[config.mk]
export PLATFORM = sky130hd
export DESIGN_NAME = phase_frequency_detector_loop_filter_flat
export DESIGN_NICKNAME = d
export VERILOG_FILES = /design/src/rtl/phase_frequency_detector_loop_filter_if.sv /design/src/rtl/phase_frequency_detector_loop_filter.sv /design/src/flat_wrapper.sv
export SDC_FILE = /design/constraint.sdc
export NUM_CORES = 1
export LEC_CHECK = 0
export CAP_MARGIN = 20
export CELL_PAD_IN_SITES_DETAIL_PLACEMENT = 0
export CELL_PAD_IN_SITES_GLOBAL_PLACEMENT = 1
export CORE_ASPECT_RATIO = 0.5
export CORE_MARGIN = 4
export CORE_UTILIZATION = 49
export CTS_BUF_LIST = sky130_fd_sc_hd__clkbuf_8 sky130_fd_sc_hd__clkbuf_16
export DETAILED_ROUTE_END_ITERATION = 8
export DONT_BUFFER_PORTS = 1
export HOLD_SLACK_MARGIN = 0.05
export PLACE_DENSITY = 0.83
export SLEW_MARGIN = 20
export SYNTH_ARGS = -nofsm -noshare
export SYNTH_HDL_FRONTEND = slang
export SYNTH_SLANG_ARGS = --single-unit
[constraint.sdc]
create_clock -name clk -period 2.56 [get_ports clk]
set_input_delay 0.256 -clock clk [delete_from_list [all_inputs] [get_ports clk]]
set_output_delay 0.256 -clock clk [all_outputs]
set_load 0.01 [all_outputs]
[src/rtl/phase_frequency_detector_loop_filter_if.sv]
// PFD/loop-filter signal bundle: sampled clocks in,
// VCO control voltage and status flags out.
interface phase_frequency_detector_loop_filter_if;
   logic       ref_clock_digital;
   logic       fb_clock_digital;
   logic [9:0] output_voltage_real;
   logic       up_digital;
   logic       down_digital;
   logic       lock_digital;

   modport master (
      output ref_clock_digital,
      output fb_clock_digital,
      input  output_voltage_real,
      input  up_digital,
      input  down_digital,
      input  lock_digital
   );

   modport slave (
      input  ref_clock_digital,
      input  fb_clock_digital,
      output output_voltage_real,
      output up_digital,
      output down_digital,
      output lock_digital
   );
endinterface

[src/rtl/phase_frequency_detector_loop_filter.sv]
// Three-state PFD, saturating charge-pump integrator with
// proportional kick, and narrow-pulse lock detector.
module phase_frequency_detector_loop_filter #(
   parameter int ICP        = 16,
   parameter int KP         = 8,
   parameter int INIT_V     = 512,
   parameter int LOCK_COUNT = 8,
   parameter int LOCK_WIN   = 2
) (
   input logic clk,
   input logic reset,
   phase_frequency_detector_loop_filter_if.slave pfd
);

   localparam int CW = $clog2(LOCK_COUNT + 1);

   typedef enum logic [1:0] {IDLE, UP, DN} state_t;

   state_t state, state_nxt;

   logic          ref_q, fb_q;
   logic          ref_edge, fb_edge;
   logic [15:0]   integ, integ_nxt;
   logic [16:0]   integ_sum;
   logic [7:0]    width, width_inc;
   logic [CW-1:0] lock_cnt;
   logic [9:0]    vout, v_nxt;
   logic          up, down, lock;
   logic signed [11:0] p_term, v_sum;

   assign ref_edge = pfd.ref_clock_digital & ~ref_q;
   assign fb_edge  = pfd.fb_clock_digital & ~fb_q;

   always_comb begin
      state_nxt = state;
      unique case (state)
         IDLE: begin
            if (ref_edge & ~fb_edge)
               state_nxt = UP;
            else if (fb_edge & ~ref_edge)
               state_nxt = DN;
         end
         UP:      if (fb_edge) state_nxt = IDLE;
         DN:      if (ref_edge) state_nxt = IDLE;
         default: state_nxt = IDLE;
      endcase
   end

   // 17-bit sum so carry/borrow out drives the clamp
   always_comb begin
      integ_sum = {1'b0, integ};
      integ_nxt = integ;
      if (state == UP) begin
         integ_sum = {1'b0, integ} + 17'(ICP);
         integ_nxt = integ_sum[16] ? 16'hFFFF : integ_sum[15:0];
      end else if (state == DN) begin
         integ_sum = {1'b0, integ} - 17'(ICP);
         integ_nxt = integ_sum[16] ? 16'h0000 : integ_sum[15:0];
      end
   end

   always_comb begin
      p_term = '0;
      if (state == UP)
         p_term = 12'(KP);
      else if (state == DN)
         p_term = -(12'(KP));
      v_sum = $signed({2'b00, integ[15:6]}) + p_term;
      if (v_sum[11])
         v_nxt = '0;
      else if (v_sum > 12'sd1023)
         v_nxt = '1;
      else
         v_nxt = v_sum[9:0];
   end

   assign width_inc = (width == 8'hFF) ? width : width + 8'd1;

   always_ff @(posedge clk or negedge reset) begin
      if (!reset) begin
         ref_q    <= 1'b0;
         fb_q     <= 1'b0;
         state    <= IDLE;
         integ    <= 16'(INIT_V << 6);
         vout     <= 10'(INIT_V);
         up       <= 1'b0;
         down     <= 1'b0;
         lock     <= 1'b0;
         width    <= '0;
         lock_cnt <= '0;
      end else begin
         ref_q <= pfd.ref_clock_digital;
         fb_q  <= pfd.fb_clock_digital;
         state <= state_nxt;
         integ <= integ_nxt;
         vout  <= v_nxt;
         up    <= (state_nxt == UP);
         down  <= (state_nxt == DN);
         lock  <= (lock_cnt == CW'(LOCK_COUNT));
         if (state != IDLE && state_nxt != IDLE)
            width <= width_inc;
         else
            width <= '0;
         // width_inc is the pulse length including this cycle
         if (state != IDLE) begin
            if (width_inc > 8'(LOCK_WIN))
               lock_cnt <= '0;
            else if (state_nxt == IDLE &&
                     lock_cnt != CW'(LOCK_COUNT))
               lock_cnt <= lock_cnt + 1'b1;
         end
      end
   end

   assign pfd.output_voltage_real = vout;
   assign pfd.up_digital          = up;
   assign pfd.down_digital        = down;
   assign pfd.lock_digital        = lock;

endmodule

[src/flat_wrapper.sv]
// flat-port wrapper written by rule: the top's interface ports become plain ports
module phase_frequency_detector_loop_filter_flat 
#(
   parameter int ICP        = 16,
   parameter int KP         = 8,
   parameter int INIT_V     = 512,
   parameter int LOCK_COUNT = 8,
   parameter int LOCK_WIN   = 2
)
  (clk, reset, pfd_ref_clock_digital, pfd_fb_clock_digital, pfd_output_voltage_real, pfd_up_digital, pfd_down_digital, pfd_lock_digital);
  phase_frequency_detector_loop_filter_if pfd_i ();
  input logic clk;
  input logic reset;
  input wire logic [$bits(pfd_i.ref_clock_digital)-1:0] pfd_ref_clock_digital;
  input wire logic [$bits(pfd_i.fb_clock_digital)-1:0] pfd_fb_clock_digital;
  output wire logic [$bits(pfd_i.output_voltage_real)-1:0] pfd_output_voltage_real;
  output wire logic [$bits(pfd_i.up_digital)-1:0] pfd_up_digital;
  output wire logic [$bits(pfd_i.down_digital)-1:0] pfd_down_digital;
  output wire logic [$bits(pfd_i.lock_digital)-1:0] pfd_lock_digital;
  assign pfd_i.ref_clock_digital = pfd_ref_clock_digital;
  assign pfd_i.fb_clock_digital = pfd_fb_clock_digital;
  assign pfd_output_voltage_real = pfd_i.output_voltage_real;
  assign pfd_up_digital = pfd_i.up_digital;
  assign pfd_down_digital = pfd_i.down_digital;
  assign pfd_lock_digital = pfd_i.lock_digital;
  phase_frequency_detector_loop_filter #(.ICP(ICP), .KP(KP), .INIT_V(INIT_V), .LOCK_COUNT(LOCK_COUNT), .LOCK_WIN(LOCK_WIN)) u_core (.clk(clk), .reset(reset), .pfd(pfd_i));
endmodule
---- Word-level counts from Yosys, hierarchy flattened ----
Index checks and enable logic that the tools add are counted.
storage, ports and cells
  register bits ........................... 45
  logic and storage cells ................. 58
operators by class
  magnitude comparators ................... 2
  equality and inequality tests ........... 7
  mux-type cells .......................... 17
  bitwise logic cells ..................... 8
  add/subtract/negate cells ............... 5
  reductions and logical operators ........ 9
operators by type and width
  cell                                                             count
  2-to-1 mux 16 bit                                                4
  2-to-1 mux 12 bit                                                2
  2-to-1 mux 10 bit                                                2
  adder 16 x 5 -> 17 bit, second input constant                    1
  subtractor 16 x 5 -> 17 bit, second input constant               1
  2-to-1 mux 8 bit                                                 2
  adder 11 x 12 -> 12 bit                                          1
  greater-than comparator 12 x 11 -> 1 bit, second input constant  1
  adder 8 x 1 -> 8 bit, second input constant                      1
  equality test 8 bit, second input constant                       1
  greater-than comparator 8 x 2 -> 1 bit, second input constant    1
  2-to-1 mux 2 bit                                                 4
  2-to-1 mux 4 bit                                                 2
  nonzero test 2 bit                                               4
  one-hot mux 2 bit (3 select lines)                               1
  adder 4 x 1 -> 4 bit, second input constant                      1
  bitwise AND 1 bit                                                4
  equality test 2 x 1 -> 1 bit, second input constant              2
  equality test 2 bit, second input constant                       2
  equality test 4 bit, second input constant                       1
  logical NOT 2 bit                                                2
  != test 4 bit, second input constant                             1
  inverter 1 bit                                                   4
  logical AND 1 bit                                                2
  AND reduction 2 bit                                              1

---- Logic depth before layout (Yosys ltp) ----
Gate-level depths: netlist of the first run.
  word-level depth ........................ 11
  depth in mapped cells ................... 11
  depth with buffers taken out ............ 9

---- Worst setup path before layout of the first run ----
OpenSTA, ideal clock, no wires.
  kind .................................... flip-flop to flip-flop
  start ................................... register u_core.state[0]
  end ..................................... register u_core.vout[0], in the netlist u_core.pfd.output_voltage_real[0]
  buffers on the path ..................... 2
  data arrival time ....................... 2.191 ns
  data required time ...................... 2.441 ns
  stages on the path, launching flop included .. 12
  setup slack ............................. 0.250 ns
  setup time .............................. 0.119 ns
  cell sequence ........................... dfrtp_1 inv_1 ha_1 buf_2 buf_1 xor2_1 ha_1 nor3_1 nand2_1 a21bo_2 and2_1 o21a_1
between the ends
  cells in the longest elaborated chain, start to end .. 7
RTL lines
  element                                   line                                        text
  start, declared                           phase_frequency_detector_loop_filter.sv:19  state_t state, state_nxt;
  start signal, assigned                    phase_frequency_detector_loop_filter.sv:94  state <= state_nxt;
  equality test 2 bit                       phase_frequency_detector_loop_filter.sv:66  else if (state == DN)
  2-to-1 mux 12 bit                         phase_frequency_detector_loop_filter.sv:66
  2-to-1 mux 12 bit (*)                     phase_frequency_detector_loop_filter.sv:64  if (state == UP)
  adder 11 x 12 -> 12 bit (*)               phase_frequency_detector_loop_filter.sv:68  v_sum = $signed({2'b00, integ[15:6]}) + p_term;
  greater-than comparator 12 x 11 -> 1 bit  phase_frequency_detector_loop_filter.sv:71  else if (v_sum > 12'sd1023)
  2-to-1 mux 10 bit                         phase_frequency_detector_loop_filter.sv:71
  2-to-1 mux 10 bit (*)                     phase_frequency_detector_loop_filter.sv:69  if (v_sum[11])
  net u_core.v_nxt[0]                       phase_frequency_detector_loop_filter.sv:27  logic [9:0] vout, v_nxt;
  end signal, assigned                      phase_frequency_detector_loop_filter.sv:85  vout <= 10'(INIT_V);
  end signal, assigned                      phase_frequency_detector_loop_filter.sv:96  vout <= v_nxt;
  end, declared                             phase_frequency_detector_loop_filter.sv:27
The timed path passes the listed nets; every way through them passes the cells marked *.
A chain may end at the register's enable or synchronous reset.

---- Final worst setup path of the first run ----
  start ................................... register u_core.state[1]
  end ..................................... register u_core.vout[3], in the netlist u_core.pfd.output_voltage_real[3]
The elaborated chain is that of the path after synthesis.

==> results.md, run 1 <==
- Status: completed
- FFs w/ async S/R, synth: 100.0%
- Height of the die: 61.25 um
- Prevailing post-synth register cell: dfrtp_1
- Post-synth EDFFs: 0
- Drt via density: 6.084
- Hold Crit Class: primary input to async pin
- Clock sink count: 41
- Synth top area share: 35.12%
- Final wirelength: 6425 um
- Power Dens Cells: 1309 mW/mm^2
- Die ar.: 0.007013 sq mm
- Vias in the first global route: 2248
- Share of layout cells above drive strength 1: 10.27%
- Pre-CTS setup slack: 0.1009 ns
- Post-route cell area: 0.003122 sq mm
- IO Port Bufs: 0
- Clock power frac: 15.7%
- Setup violations, final: 0
- Initial Util: 50.60%
- Yosys cell types: 60
- RePlAce Congestion: 0.8748
- Comb pwr share: 56.0%
- Placed Cells: 392
- Pint: 0.002243 W
- Final Cycle Share: 93.21%
- Psw: 0.001843 W
- Area post-placement: 0.002910 sq mm
- Clk Latency, worst-skew pair: 0.28 ns
- HPWL after detailed placement: 4579 um
- Final Non-Filler Cells: 404
- Yosys reg bits: 41
- CP max FO: 6
- Pins Over Slew Limit: 0
- Row cnt: 19
- Sw Ratio: 45.10%
- Post-DRT Antenna Nets: 0
- CTS max path bufs: 2
- CTS Buf Count: 5
- Slew margin rel.: 58.88%
- # DRC: 0
- Core Region: 0.005492 sq mm
- CTS root buf: clkbuf_16
- Total grt overflow: 0
- Post-Syn Nets: 339
- Skew final: 0.005764 ns
- Most numerous cell in the Yosys netlist: dfrtp_1
- Period minus WS final: 2.386 ns
- DRT iter0 DRCs: 163
- CP endpoint kind: flip-flop
- R2R setup slack: 0.17 ns
- Mean Syn Cell Area: 8.603 sq um
- Least-Margin Pin Slew: 0.6112 ns
- Synth cell count leaders: dfrtp_1, nor2_1, a21oi_1, nand2_1
- Synth warn: 0
- Mapped Area: 0.002779 sq mm
- Fin worst setup slack: 0.1737 ns
- Max VDD drop: 586.6 uV
- Max_cap viols: 0
- Req. time, crit path: 2.73 ns
- Worst Setup Path Type: flip-flop to flip-flop
- Pin count of the biggest net entering global routing: 42
- Leading area contributor after synthesis: dfrtp_1
- CTS tree: done
- Die Wd: 114.5 um
- Setup bufs post-CTS: 0
- Net count reported at finish: 346
- Clk slew on worst S/H paths: 0.06 ns
- H-tree depth: 2
- Ant. Diodes: 0
- Fmax achieved: 419.1 MHz
- Fin. Hold Viols: 0
- Lkg Pwr: 1.287 nW
- Sequential-to-total area share from yosys stat: 37.01%
- First-pass GRT wire length: 10870 um
- GR Util All Layers: 19.65%
- Ports: 17
- Reg power frac: 28.4%
- Critical Path Start Type: flip-flop
- Top cells by area, synth: dfrtp_1, ha_1, a21oi_1
- P&R area growth vs syn: 12.34%
- Antenna violations before repair: 0
- Cells after Synth: 323
- Arrival time of the worst setup path: 2.55 ns
- R2r worst-path depth: 8
- WL/cell: 15.90 um
- Length of the first detailed-routing pass in iterations: 4
- Vias: 2458
-- metrics by stage --
stage / power [W] / hold WS [ns] / utilization (%) / setup TNS [ns]
floorplan: 0.002799 / -0.03959 / - / 0
global placement: 0.003337 / -0.03865 / 53.00 / 0
detailed placement: 0.003400 / -0.03851 / 53.00 / 0
CTS: 0.004065 / 0.4390 / 56.64 / 0
global route: 0.004430 / 0.4806 / 56.85 / -0.002382
finish: 0.004086 / 0.4370 / 56.85 / 0
-- critical path, stage by stage, from the launching register on --
cell and delay [ns]:
dfrtp_1 0.45, inv_1 0.11, ha_1 0.32, ha_1 0.21, nor4bb_1 0.39, a211oi_2 0.13, and2_1 0.22, o22a_1 0.23
o21a_1 0.20
-- placed cells by master (no fill, tap or decap), types with 9 or more instances in the layout --
cell type / synthesis / final
nand2_1: 20 / 20
o21ai_0: 15 / 15
xor2_1: 9 / 9
buf_4: 0 / 16
nor3_1: 12 / 12
a21oi_1: 24 / 24
dfrtp_1: 39 / 39
nor2_1: 29 / 29
xnor2_1: 11 / 11
inv_1: 15 / 16
nand3_1: 11 / 11
ha_1: 12 / 12
-- sequential cells by signal, summed over array words and instances (netlist names) --
| register | flops |
|---|---|
| u_core.state | 2 |
| u_core.pfd.lock_digital | 1 |
| u_core.pfd.output_voltage_real | 10 |
| u_core.width | 8 |
| u_core.pfd.up_digital | 1 |
| u_core.fb_q | 1 |
| u_core.integ | 12 |
| u_core.pfd.down_digital | 1 |
| u_core.ref_q | 1 |
| u_core.lock_cnt | 4 |
-- timing repair --
action                                 in CTS  in global routing
resized for setup                           0                  2
setup endpoints to repair                   0                 11
hold buffers                                4                  0
endpoints found under the hold margin      43                  0
-- layout make-up --
class / instances / area [sq um]
Clock buffer: 6 / 138.9
Clock inverter: 2 / 11.26
Fill cell: 499 / 2370
Inverter: 15 / 56.30
Multi-Input combinational cell: 247 / 1625
Sequential cell: 41 / 1028
Tap cell: 73 / 91.34
Timing Repair Buffer: 20 / 170.2
-- worst paths after layout --
check / startpoint / endpoint
worst max-delay path: u_core.state[1]$_DFF_PN0_ / u_core.pfd.output_voltage_real[3]$_DFF_PN0_
worst min-delay path: reset / u_core.pfd.lock_digital$_DFF_PN0_
worst max register to register: u_core.state[1]$_DFF_PN0_ / u_core.pfd.output_voltage_real[3]$_DFF_PN0_
worst min register to register: u_core.lock_cnt[3]$_DFFE_PN0P_ / u_core.lock_cnt[3]$_DFFE_PN0P_
max in group asynchronous: reset / u_core.integ[15]$_DFFE_PN1P_
min in group clk: pfd_ref_clock_digital / u_core.state[0]$_DFF_PN0_
-- logic make-up after synthesis --
kind of cell | count (synthesis) | synth area share [%]
XOR/XNOR | 20 | 6.304
adder cells (fa/ha/maj) | 14 | 6.123
AO/OA/AOI/OAI | 90 | 21.39
AND/OR/NAND/NOR | 121 | 23.55
multiplexers | 2 | 0.7204
buffers and inverters | 35 | 4.908
flip-flops | 41 | 37.01
-- metal layers --
layer	vias to the layer above	track usage (%)	part of all wire, %	wire, um
met3	9	4.122	4.9	315
met5	-	0	0	0
met4	0	5.415	0.82	53
met1	1194	26.57	48	3110
li1	1189	-	-	-
met2	66	32.75	46	2945
-- power groups by stage --
stage / Sequential [W] / Clock, W / Combinational (W)
after floorplan: 0.00109 / 0 / 0.00171
after global placement: 0.00116 / 0 / 0.00218
after detailed placement: 0.00117 / 0 / 0.00223
after CTS: 0.00116 / 0.000644 / 0.00226
after global routing: 0.00119 / 0.000675 / 0.00256
final: 0.00116 / 0.000640 / 0.00229
(Power assumes the default switching activity.)
==> run 2: changes to the inputs <==
--- a/config.mk
+++ b/config.mk
@@ -16,7 +16,7 @@
 export DONT_BUFFER_PORTS = 1
 export HOLD_SLACK_MARGIN = 0.05
 export PLACE_DENSITY = 0.83
-export SLEW_MARGIN = 20
+export SLEW_MARGIN = 40
 export SYNTH_ARGS = -nofsm -noshare
 export SYNTH_HDL_FRONTEND = slang
 export SYNTH_SLANG_ARGS = --single-unit
==> results of run 2 <==
Same layout as run 1: the final DEF is identical, and so are final timing and power.
==> run 3: changes to the inputs <==
--- a/config.mk
+++ b/config.mk
@@ -10,12 +10,12 @@
 export CELL_PAD_IN_SITES_GLOBAL_PLACEMENT = 1
 export CORE_ASPECT_RATIO = 0.5
 export CORE_MARGIN = 4
-export CORE_UTILIZATION = 49
+export CORE_UTILIZATION = 30
 export CTS_BUF_LIST = sky130_fd_sc_hd__clkbuf_8 sky130_fd_sc_hd__clkbuf_16
 export DETAILED_ROUTE_END_ITERATION = 8
 export DONT_BUFFER_PORTS = 1
 export HOLD_SLACK_MARGIN = 0.05
-export PLACE_DENSITY = 0.83
+export PLACE_DENSITY = 0.56
 export SLEW_MARGIN = 40
 export SYNTH_ARGS = -nofsm -noshare
 export SYNTH_HDL_FRONTEND = slang
==> run 3 against run 2 <==
  * Clock skew increased by 0.0024 ns
  * Largest power group unchanged
  * Critical path depth increased by 1
  * Sequential cell count unchanged
  * Register-to-register slack improved by 0.05 ns
  * Via count increased by 0.49%
  * Critical endpoint is now u_core.pfd.output_voltage_real[1]$_DFF_PN0_
  * Final area increased by 4.5%
  * Routed wire length increased by 14%
==> results.md, run 3 (same netlist as run 1, synthesis figures left out) <==
- Status: completed
- Final wirelength: 7343 um
- HPWL after detailed placement: 5226 um
- WHS: 0.4636 ns
- Final Cycle Share: 91.15%
- Skew final: 0.008139 ns
- Worst Setup Path Type: flip-flop to flip-flop
- Power Dens Cells: 1303 mW/mm^2
- CTS Buf Count: 5
- Initial Util: 31.37%
- Critical Path Start Type: flip-flop
- Core Region: 0.008859 sq mm
- RePlAce Congestion: 0.8021
- Psw: 0.001886 W
- IO Port Bufs: 0
- Cell family with most CP delay: compound AO/OA/AOI/OAI gates
- Ant. Diodes: 0
- DRT iter0 DRCs: 226
- Net count reported at finish: 354
- Die Wd: 144.1 um
- Antenna violations before repair: 0
- Max FFs per register: 12
- Met2 WL post-DR: 3333 um
- Critical Path Most Common Cell: ha_1
- CP max FO: 5
- TNS Setup: 0 ns
- Clk slew on worst S/H paths: 0.07 ns
- First-pass GRT wire length: 12070 um
- Max VDD drop: 447.9 uV
- Height of the die: 76.06 um
- Multi-input logic area: 0.001620 sq mm
- Req. time, crit path: 2.73 ns
- R2R Path End: u_core.pfd.output_voltage_real[1]$_DFF_PN0_
- Period minus WS final: 2.333 ns
- Lkg Pwr: 1.345 nW
- Least-Margin Pin Slew: 0.6664 ns
- Sw Ratio: 44.37%
- CP endpoint kind: flip-flop
- Row cnt: 24
- Comb pwr share: 55.6%
- CTS max path bufs: 2
- Max layer used: met4
- H-tree depth: 2
- Post-DRT Antenna Nets: 0
- Unrepaired setup endpoints after global routing: false
- Vias in the first global route: 2314
- Buffer and inverter count on the worst path: 2
- CP cell instances: inv_1 -> ha_1 -> ha_1 -> nor4bb_1 -> a211oi_1 -> buf_4 -> and2_1 -> o22a_1 -> o21a_1
- Pin count of the biggest net entering global routing: 42
- Most frequent cells in the layout: dfrtp_1, nor2_1, a21oi_1, buf_4, nand2_1
- Met3 Routed Length: 261 um
- GR Util All Layers: 13.66%
- FF/Latch Area: 0.001028 sq mm
- Ports: 17
- M1 WL: 3691 um
- Arrival time of the worst setup path: 2.51 ns
- # DRC: 0
- Length of the first detailed-routing pass in iterations: 4
- Slew margin rel.: 55.17%
- Biggest register: u_core.integ
- Number of cells on the critical path: 9
- Worst setup startpoint: u_core.state[0]$_DFF_PN0_
- Pint: 0.002365 W
- P&R area growth vs syn: 17.38%
- Clock sink count: 41
- CTS root buf: clkbuf_16
- Hold Crit Class: primary input to async pin
- Fillers: 875
- Drt via density: 5.417
- Reg power frac: 26.9%
- R2R setup slack: 0.23 ns
- Max_cap viols: 0
- Setup violations, final: 0
- Die ar.: 0.01096 sq mm
- R2r worst-path depth: 9
- Total grt overflow: 0
- WL/cell: 16.10 um
- Critical R2R Launch: u_core.state[0]$_DFF_PN0_
- Clk Latency, worst-skew pair: 0.29 ns
- Vias: 2470
- Most common cell after layout, fill and taps aside: dfrtp_1
- CTS tree: done
- Fmax achieved: 428.6 MHz
- Share of layout cells above drive strength 1: 12.09%
- Pins Over Slew Limit: 0
- Max incr delay on CP: 0.41 ns
- Worst Setup EP: u_core.pfd.output_voltage_real[1]$_DFF_PN0_
- Fin. Hold Viols: 0
- Crit-path slowest cell: dfrtp_1
- Clock power frac: 17.5%
[run 3: layer usage]
metal	vias to the layer above	GRT usage [%]
li1	1207	-
met1	1200	19.61
met2	57	21.38
met3	6	2.821
met4	0	2.444
met5	-	0
[run 3: through the flow]
step / area (sq um) / power (W) / instances / util, % / worst slack, ns
CTS: 3256 / 0.004275 / 456 / 36.75 / 0.1180
floorplan: 2779 / 0.002799 / 323 / - / 0.2504
global route: 3262 / 0.004587 / 456 / 36.82 / 0.04097
finish: 3262 / 0.004251 / 456 / 36.82 / 0.2267
detailed placement: 3025 / 0.003484 / 444 / 34.15 / 0.1335
global placement: 3025 / 0.003452 / 444 / 34.15 / 0.2606
[run 3: worst min path at each step]
stage	from	endpoint	slack [ns]	cells past startpoint
after CTS	pfd_ref_clock_digital	u_core.state[1]$_DFF_PN0_	0.47	4
after floorplan	reset	u_core.fb_q$_DFF_PN0_	-0.04	0
after global routing	reset	u_core.integ[5]$_DFFE_PN0P_	0.50	2
after detailed placement	reset	u_core.integ[5]$_DFFE_PN0P_	-0.04	0
final	reset	u_core.integ[5]$_DFFE_PN0P_	0.46	2
after global placement	reset	u_core.integ[8]$_DFFE_PN0P_	-0.04	0
[run 3: timing repair]
action / 4_1_cts / 5_1_grt
gates resized for setup: 0 / 1
buffers inserted: 0 / 0
hold endpoints to repair: 43 / 0
hold buffers: 4 / 0
endpoints found under the setup margin: 0 / 6
[run 3: cell type report]
| class | instances | share of cell area [%] |
|---|---|---|
| Tap cell | 117 | 4.488 |
| Clock buffer | 6 | 4.258 |
| Clock inverter | 2 | 1.036 |
| Sequential cell | 41 | 31.53 |
| Timing Repair Buffer | 28 | 7.288 |
| Inverter | 15 | 1.726 |
| Multi-Input combinational cell | 247 | 49.67 |
[run 3: power by group through the flow]
stage	sequential, W	combinational (W)	clock [W]
after floorplan	0.00109	0.00171	0
after global placement	0.00116	0.00230	0
after detailed placement	0.00116	0.00233	0
after CTS	0.00115	0.00236	0.000765
after global routing	0.00118	0.00262	0.000785
final	0.00114	0.00236	0.000745
==> edit: new RTL, settings of run 1 <==
Encoding of `state_t`: now one-hot (3 bits for 3 states).
--- a/src/rtl/phase_frequency_detector_loop_filter.sv
+++ b/src/rtl/phase_frequency_detector_loop_filter.sv
@@ -14,7 +14,7 @@
 
    localparam int CW = $clog2(LOCK_COUNT + 1);
 
-   typedef enum logic [1:0] {IDLE, UP, DN} state_t;
+   typedef enum logic [2:0] {IDLE = 3'b001, UP = 3'b010, DN = 3'b100} state_t;
 
    state_t state, state_nxt;
 
Check against the original RTL: same outputs for any inputs over 10 cycles, from zero or initial values and one cycle with reset low; not proved beyond that.
==> edit against run 1 <==
  * The run now ends with setup timing left
  * Die area fell by 3.8%
  * Power fell by 25%
  * Final area rose by 1.7%
  * Area after synthesis fell by 4.3%
  * Maximum frequency fell by 7.7%
  * Via count fell by 3.7%
  * Sequential cell count rose by 1
  * Routed wire length rose by 1.1%
  * Worst setup slack got worse by 200 ps
  * Hold slack got worse by 200 ps
  * Critical path type unchanged
  * Critical endpoint is now u_core.pfd.output_voltage_real[5]
  * Largest power group unchanged
==> edit: results (changes against run 1) <==
stage;metric;value;unit;change
grt;grt_pass1_wl;10600;µm;-2.2%
critical_path;rr_worst_depth;11;;+3
layout;multi_input_area_share;51.0;%;-1.1 points
layout;drive_gt1_share;19.5;%;+9.2 points
power;seqPwrFrac;41.9;%;+14 points
timing;fin_ws;-26.2;ps;-200 ps
yosys;synthTopCellsByCount;dfrtp_1 (39), nor2_1 (33), nand2_1 (24);;
layout;final_core_util;62.4;%;+5.5 points
timing;finalSetupViolCount;4;;+4
outcome;failed_checks;setup timing;;
drt;drtIter0Drc;197;;+21%
yosys;syn_nets;319;;-5.9%
hold_path;hp-class;in2reg;;
place;post_dp_cell_area;0.00287;mm²;-1.2%
place;place_congestion;0.833;;-4.8%
power;power_density;962;mW/mm²;-27%
drt;finalWirelength;6500;µm;+1.1%
critical_path;arrival;2830;ps;+280 ps
layout;regArea;0.00106;mm²;+2.7%
yosys;synth-compound-area-share;20.9;%;-0.50 points
drt;wl_met3;272;µm;-14%
yosys;yosys.area_share.adder;7.34;%;+1.2 points
power;p_comb;1.31;mW;-43%
yosys;synth_area_leaders;dfrtp_1 (37%), ha_1 (6.6%), nor2_1 (4.7%), a21o_1 (3.7%), o21ai_0 (3.4%);;
yosys;syn_avg_cell_area;8.87;µm²;+3.1%
layout;n_all_inverters;10;;-5
yosys;synth.area.mux_share;0.753;%;+0.032 points
layout;buffers;32;;+60%
cts;clk_transition_reported_paths;100;ps;+40 ps
outcome;status;finished, violations left;;
## edit: cell count changes after synthesis, moves of 5 or more
cell	change
a21o_1	+11
a21oi_1	-7
clkbuf_1	-6
inv_1	-6
nor4_1	-5
xnor2_1	-6
## edit: cell families after synthesis
| family | after synthesis |
|---|---|
| AND/OR/NAND/NOR | 119 |
| AO/OA/AOI/OAI | 87 |
| flip-flops | 42 |
| buffers and inverters | 22 |
| adder cells (fa/ha/maj) | 15 |
| XOR/XNOR | 13 |
| multiplexers | 2 |
## edit: what timing repair did
item | in CTS | in global routing
endpoints found under the setup margin | 9 | 12
setup buffers | 3 | 4
gates cloned | 1 | 1
pin swaps | 2 | 10
hold buffers | 4 | 0
endpoints found under the hold margin | 44 | 0
resized for setup | 0 | 17
## edit: per-stage QoR
stage | hold WS, ps | worst slack, ps
final | 237 | -26.2
after global routing | 267 | -123
after CTS | 233 | 1.15
after detailed placement | -38.3 | -38.7
after global placement | -38.4 | 48.2
after floorplan | -39.6 | -9.28
